[src/rtl/ps2_pkg.sv]
// Shared PS/2 definitions: host-transmit FSM states, default line timing and
// the frame parity helper.
package ps2_pkg;

  typedef enum logic [2:0] {
    S_IDLE,
    S_INHIBIT,
    S_START,
    S_WAIT_FIRST,
    S_SHIFT,
    S_ACK_WAIT,
    S_DONE,
    S_FAIL
  } ps2_state_e;

  // Defaults assume a 25 MHz clk25.
  localparam int unsigned INHIBIT_CYCLES_DEF     = 3000;    // 120 us
  localparam int unsigned FIRST_EDGE_TIMEOUT_DEF = 375000;  // 15 ms
  localparam int unsigned PACKET_TIMEOUT_DEF     = 50000;   // 2 ms
  localparam int unsigned FILTER_LEN_DEF         = 8;

  function automatic logic odd_parity(input logic [7:0] b);
    return ~^b;
  endfunction

endpackage

[src/rtl/ps2_line_filter.sv]
// Two-flop synchroniser plus level filter: the output only follows the line
// after FILTER_LEN consecutive synchronised samples at the new level.
module ps2_line_filter #(
  parameter int unsigned FILTER_LEN = 8
) (
  input  logic clk25,
  input  logic reset,
  input  logic line_in,
  output logic line_o
);

  localparam int unsigned CW = (FILTER_LEN > 1) ? $clog2(FILTER_LEN) : 1;
  localparam logic [CW-1:0] C_LAST = CW'(FILTER_LEN - 1);

  logic [1:0]    sync_q, sync_d;
  logic [CW-1:0] cnt_q, cnt_d;
  logic          filt_q, filt_d;

  always_comb begin
    sync_d = {sync_q[0], line_in};
    cnt_d  = '0;
    filt_d = filt_q;
    // Any sample matching the current output restarts the run count.
    if (sync_q[1] != filt_q) begin
      if (cnt_q == C_LAST) filt_d = sync_q[1];
      else                 cnt_d  = cnt_q + 1'b1;
    end
  end

  always_ff @(posedge clk25 or posedge reset) begin
    if (reset) begin
      sync_q <= 2'b11;
      cnt_q  <= '0;
      filt_q <= 1'b1;
    end else begin
      sync_q <= sync_d;
      cnt_q  <= cnt_d;
      filt_q <= filt_d;
    end
  end

  assign line_o = filt_q;

endmodule

[src/rtl/ps2_host_tx.sv]
// PS/2 host-to-device transmitter: inhibits the bus, issues a request-to-send,
// shifts one byte out on device clock falls and checks the device ACK.
module ps2_host_tx
  import ps2_pkg::*;
#(
  parameter int unsigned INHIBIT_CYCLES     = INHIBIT_CYCLES_DEF,
  parameter int unsigned FIRST_EDGE_TIMEOUT = FIRST_EDGE_TIMEOUT_DEF,
  parameter int unsigned PACKET_TIMEOUT     = PACKET_TIMEOUT_DEF,
  parameter int unsigned FILTER_LEN         = FILTER_LEN_DEF
) (
  input  logic       clk25,
  input  logic       reset,
  input  logic       tx_valid,
  input  logic [7:0] tx_data,
  output logic       tx_ready,
  output logic       busy,
  output logic       done,
  output logic       error,
  output logic       rx_inhibit,
  input  logic       ps2_clk_in,
  input  logic       ps2_data_in,
  output logic       ps2_clk_oe,
  output logic       ps2_data_oe
);

  // One timer serves inhibit, first-edge and packet phases, which never overlap.
  localparam int unsigned TMAX_A = (FIRST_EDGE_TIMEOUT > PACKET_TIMEOUT) ?
                                   FIRST_EDGE_TIMEOUT : PACKET_TIMEOUT;
  localparam int unsigned TMAX   = (TMAX_A > INHIBIT_CYCLES) ? TMAX_A : INHIBIT_CYCLES;
  localparam int unsigned TW     = $clog2(TMAX + 1);

  localparam logic [TW-1:0] T_SAT   = TW'(TMAX);
  localparam logic [TW-1:0] T_INH   = TW'(INHIBIT_CYCLES - 1);
  localparam logic [TW-1:0] T_FIRST = TW'(FIRST_EDGE_TIMEOUT - 1);
  localparam logic [TW-1:0] T_PKT   = TW'(PACKET_TIMEOUT - 1);

  logic clk_filt, data_filt, fall_edge;

  ps2_line_filter #(.FILTER_LEN(FILTER_LEN)) u_clk_filt (
    .clk25   (clk25),
    .reset   (reset),
    .line_in (ps2_clk_in),
    .line_o  (clk_filt)
  );

  ps2_line_filter #(.FILTER_LEN(FILTER_LEN)) u_data_filt (
    .clk25   (clk25),
    .reset   (reset),
    .line_in (ps2_data_in),
    .line_o  (data_filt)
  );

  ps2_state_e    state_q, state_d;
  logic [TW-1:0] timer_q, timer_d;
  logic [3:0]    n_q, n_d;
  logic [7:0]    data_q, data_d;
  logic          par_q, par_d;
  logic          clk_oe_q, clk_oe_d;
  logic          data_oe_q, data_oe_d;
  logic          done_q, done_d;
  logic          error_q, error_d;
  logic          tx_ready_q, tx_ready_d;
  logic          busy_q, busy_d;
  logic          clk_prev_q, clk_prev_d;
  logic          fail_now;

  assign clk_prev_d = clk_filt;
  assign fall_edge  = clk_prev_q & ~clk_filt;

  always_comb begin
    state_d   = state_q;
    timer_d   = (timer_q == T_SAT) ? timer_q : timer_q + 1'b1;
    n_d       = n_q;
    data_d    = data_q;
    par_d     = par_q;
    clk_oe_d  = clk_oe_q;
    data_oe_d = data_oe_q;
    done_d    = 1'b0;
    error_d   = 1'b0;
    fail_now  = 1'b0;
    unique case (state_q)
      S_IDLE: begin
        timer_d   = '0;
        clk_oe_d  = 1'b0;
        data_oe_d = 1'b0;
        if (tx_valid && tx_ready_q) begin
          data_d   = tx_data;
          par_d    = odd_parity(tx_data);
          clk_oe_d = 1'b1;
          state_d  = S_INHIBIT;
        end
      end
      S_INHIBIT: begin
        if (timer_q == T_INH) begin
          data_oe_d = 1'b1;
          state_d   = S_START;
        end
      end
      S_START: begin
        clk_oe_d = 1'b0;
        timer_d  = '0;
        state_d  = S_WAIT_FIRST;
      end
      S_WAIT_FIRST: begin
        if (fall_edge) begin
          data_oe_d = ~data_q[0];
          n_d       = 4'd1;
          timer_d   = '0;
          state_d   = S_SHIFT;
        end else if (timer_q == T_FIRST) begin
          fail_now = 1'b1;
        end
      end
      S_SHIFT: begin
        if (timer_q == T_PKT) begin
          fail_now = 1'b1;
        end else if (fall_edge) begin
          n_d = n_q + 4'd1;
          // n counts falls already seen; the 11th fall samples the ACK.
          if (n_q <= 4'd7)      data_oe_d = ~data_q[n_q[2:0]];
          else if (n_q == 4'd8) data_oe_d = ~par_q;
          else if (n_q == 4'd9) data_oe_d = 1'b0;
          else if (data_filt)   fail_now  = 1'b1;
          else                  state_d   = S_ACK_WAIT;
        end
      end
      S_ACK_WAIT: begin
        if (timer_q == T_PKT) begin
          fail_now = 1'b1;
        end else if (clk_filt && data_filt) begin
          done_d  = 1'b1;
          state_d = S_DONE;
        end
      end
      S_DONE:  state_d = S_IDLE;
      S_FAIL:  state_d = S_IDLE;
      default: state_d = S_IDLE;
    endcase
    if (fail_now) begin
      clk_oe_d  = 1'b0;
      data_oe_d = 1'b0;
      error_d   = 1'b1;
      state_d   = S_FAIL;
    end
    tx_ready_d = (state_d == S_IDLE);
    busy_d     = ~tx_ready_d;
  end

  always_ff @(posedge clk25 or posedge reset) begin
    if (reset) begin
      state_q    <= S_IDLE;
      timer_q    <= '0;
      n_q        <= '0;
      data_q     <= '0;
      par_q      <= 1'b0;
      clk_oe_q   <= 1'b0;
      data_oe_q  <= 1'b0;
      done_q     <= 1'b0;
      error_q    <= 1'b0;
      tx_ready_q <= 1'b1;
      busy_q     <= 1'b0;
      clk_prev_q <= 1'b1;
    end else begin
      state_q    <= state_d;
      timer_q    <= timer_d;
      n_q        <= n_d;
      data_q     <= data_d;
      par_q      <= par_d;
      clk_oe_q   <= clk_oe_d;
      data_oe_q  <= data_oe_d;
      done_q     <= done_d;
      error_q    <= error_d;
      tx_ready_q <= tx_ready_d;
      busy_q     <= busy_d;
      clk_prev_q <= clk_prev_d;
    end
  end

  assign tx_ready    = tx_ready_q;
  assign busy        = busy_q;
  assign rx_inhibit  = busy_q;
  assign done        = done_q;
  assign error       = error_q;
  assign ps2_clk_oe  = clk_oe_q;
  assign ps2_data_oe = data_oe_q;

endmodule

[config.mk]
export PLATFORM = sky130hd
export DESIGN_NAME = ps2_host_tx
export DESIGN_NICKNAME = d
export VERILOG_FILES = /design/src/rtl/ps2_pkg.sv /design/src/rtl/ps2_line_filter.sv /design/src/rtl/ps2_host_tx.sv
export SDC_FILE = /design/constraint.sdc
export NUM_CORES = 1
export LEC_CHECK = 0
export BUFFER_PORTS_ARGS = -buffer_cell sky130_fd_sc_hd__buf_2
export CORE_ASPECT_RATIO = 1.1
export CORE_MARGIN = 4
export CORE_UTILIZATION = 64
export CTS_CLUSTER_SIZE = 12
export DETAILED_ROUTE_END_ITERATION = 10
export PLACE_DENSITY = 0.92
export SLEW_MARGIN = 20
export SYNTH_ARGS = -nofsm -noshare
export SYNTH_HDL_FRONTEND = slang
export SYNTH_SLANG_ARGS = --single-unit
[constraint.sdc]
create_clock -name clk25 -period 5.2 [get_ports clk25]
set_input_delay 0.52 -clock clk25 [delete_from_list [all_inputs] [get_ports clk25]]
set_output_delay 0.52 -clock clk25 [all_outputs]
set_load 0.03 [all_outputs]
==> flow_metrics.tcl <==
set metrics [dict create \
    hpwlAfterDp_um 3890 \
    max_freq_ghz 0.416 \
    cp_max_fo 6 \
    setup_tns_ns 0 \
    critPathCaptureType "register" \
    yosysMostFrequentCell "dfrtp_1" \
    p_switching_mw 0.359 \
    fin_area_um2 3050 \
    p_leak_nw 1.27 \
    cts_tree "done" \
    combPwrFrac_pct 24.7 \
    io_buffers 19 \
    grt_max_degree 55 \
    avgSynthCellArea_um2 10.8 \
    cts_setup_buffers 0 \
    drtAntennaViolNets 0 \
    netlist_area_um2 2830 \
    rows 25 \
    dieArea_um2 5550 \
    ys_seq_area_share_pct 48.1 \
    p_seq_share_pct 53.8 \
    firstDrtPassIters 4 \
    synth.distinct_cells 54 \
    switching_share_pct 32.5 \
    slew_violations 0 \
    place_ws_ns 2.83 \
    ios 20 \
    synth_commonest_cells "46 x dfrtp_1, 27 x nor2_1, 16 x xnor2_1" \
    die_x_um 71.4 \
    slew-limit-headroom_pct 37.7 \
    critPathLaunchType "register" \
    insertion_delay_ns 0.31 \
    crit_required_ns 5.44 \
    worst_slew_pin_slew_ns 0.926 \
    globalplace.congestion 0.912 \
    vias_per_cell 6.02 \
    cts.repair.resized 0 \
    setup_viol 0 \
    syn2layout_area_growth_pct 7.56 \
    async_flop_share_pct 100 \
    grt_first_pass_wirelength_um 9310 \
    place_area_um2 2950 \
    antenna_found_initial 0 \
    period_minus_slack_ns 2.41 \
    cts_made_buffers 5 \
    fin_crit_sh_pct 46.3 \
    num_antenna_cells 0 \
    drv_cap 0 \
    vias 2024 \
    clock_skew_ns 0.0110 \
    ys_seq_elements 54 \
    synthTopCellsByArea "dfrtp_1 41%, dfstp_2 7.4%, xnor2_1 4.9%, mux2_2 4.4%, ha_1 4.0%" \
    ctsHoldBuffers 0 \
    crit_arrival_ns 2.64 \
    hold_viol 0 \
    drt_wl_total_um 5220 \
    clockPowerShare_pct 21.4 \
    die_h_um 77.8 \
    critical_path_class "register to register" \
    htreeDepth 2 \
    start_util_pct 66.1 \
    wl_per_cell_um 15.5 \
    gr-total-overflow 0 \
    drive_gt1_share_pct 22.0 \
    first_global_vias 2070 \
    synth-edff-count 0 \
    synth_top_area_share_pct 40.7 \
    cts_root_buf "clkbuf_8" \
    powerDensity_nw_per_um2 363 \
    syn_nets 285 \
    coreArea_um2 4290 \
    synth_flop_cell "dfrtp_1" \
    status "complete, no violations" \
    drt_iter0_drc 177 \
    fin_ws_ns 2.79 \
    track_usage_pct 20.9 \
    postSynthCellCount 263 \
    vdd_drop_max_mv 0.229 \
    fillers 295 \
    power.internal_mw 0.746 \
    cts.sink_count 54 \
    hold_class "input pin to register" \
    yosys.area.top_type "dfrtp_1" \
    clockBufferDepth 2 \
    path_clk_slew_ns 0.10 \
    drc_errors 0 \
    ys.warnings.count 0 \
    nets 303 \
    rsz0062_at_grt "no" \
]
-- layout by cell type, fill, tap and decap left out, types with 10 or more instances in the layout --
cell type | synthesis | layout
nor3_1 | 11 | 11
mux2_2 | 11 | 11
nor2_1 | 27 | 27
xor2_1 | 10 | 10
dfrtp_1 | 46 | 46
buf_2 | 1 | 19
nand3_1 | 11 | 11
xnor2_1 | 16 | 16
nand2_1 | 12 | 12
-- power by group through the flow --
stage               combinational, mW  clock, mW  sequential (mW)
floorplan                       0.212          0            0.595
global placement                0.261          0            0.599
detailed placement              0.276          0            0.604
CTS                             0.277      0.241            0.596
global route                    0.306      0.259            0.609
finish                          0.273      0.237            0.595
-- critical path, cell delays in order (launching register included) --
cell and delay, ns:
dfrtp_1 0.44, or4b_1 0.52, or4_1 0.46, a221o_1 0.38, a221oi_2 0.30, mux2i_1 0.23
-- layer usage --
layer  part of all wire, %  GRT usage [%]  vias to the layer above
met2                    53           35.8                       55
met3                   4.2           3.76                       12
met1                    41           26.0                      978
li1                      -              -                      979
met4                   1.7           7.71                        0
met5                     0              0                        -
-- path summary, 6_finish.rpt --
check                                       from                    end  slack, ns  cells after the start
setup reg to reg                      timer_q[6]            ps2_data_oe       2.79                      5
hold reg to reg            u_data_filt.sync_q[0]  u_data_filt.sync_q[1]       0.36                      0
min in group asynchronous                  reset                   done       0.35                      2
hold / removal                       ps2_data_in  u_data_filt.sync_q[0]       0.29                      1
setup / recovery                      timer_q[6]            ps2_data_oe       2.79                      5
max in group asynchronous                  reset                   busy       4.32                      2
-- cell families (layout without fill, tap and decap cells) --
kind of cell | count (synthesis) | after routing | share of synthesized area [%]
and+or+nand+nor | 110 | 110 | 22.3
DFF | 54 | 54 | 48.1
AOI/OAI and AO/OA | 30 | 30 | 7.82
xor gates and xnor gates | 26 | 26 | 8.04
buffers and inverters | 19 | 38 | 3.09
muxes | 15 | 15 | 6.67
adders and majority gates | 9 | 9 | 3.98
-- state kept, by name, indices dropped and copies added (netlist names) --
name / flops
timer_q: 19
data_q: 8
n_q: 4
state_q: 3
u_clk_filt.cnt_q: 3
u_data_filt.cnt_q: 3
u_clk_filt.sync_q: 2
u_data_filt.sync_q: 2
busy: 1
clk_prev_q: 1
done: 1
error: 1
par_q: 1
ps2_clk_oe: 1
ps2_data_oe: 1
tx_ready: 1
u_clk_filt.line_o: 1
u_data_filt.line_o: 1
-- metrics by stage --
| stage | hold WS (ns) | instances | power (mW) | utilization [%] |
|---|---|---|---|---|
| 3_3_place_gp | 0.346 | 328 | 0.860 | 68.9 |
| 4_1_cts | 0.289 | 336 | 1.11 | 71.0 |
| 2_1_floorplan | 0.345 | 263 | 0.807 | - |
| 6_report | 0.293 | 336 | 1.10 | 71.1 |
| 3_5_place_dp | 0.347 | 328 | 0.880 | 68.9 |
| 5_1_grt | 0.278 | 336 | 1.17 | 71.1 |
-- final cells by class --
class	instances	area (um^2)	share of cell area [%]
Timing Repair Buffer	20	103	3.37
Sequential cell	54	1360	44.7
Clock inverter	3	23.8	0.781
Inverter	10	38.8	1.27
Tap cell	54	67.6	2.22
Multi-Input combinational cell	190	1380	45.4
Clock buffer	5	68.8	2.26
(Power assumes the default switching activity.)
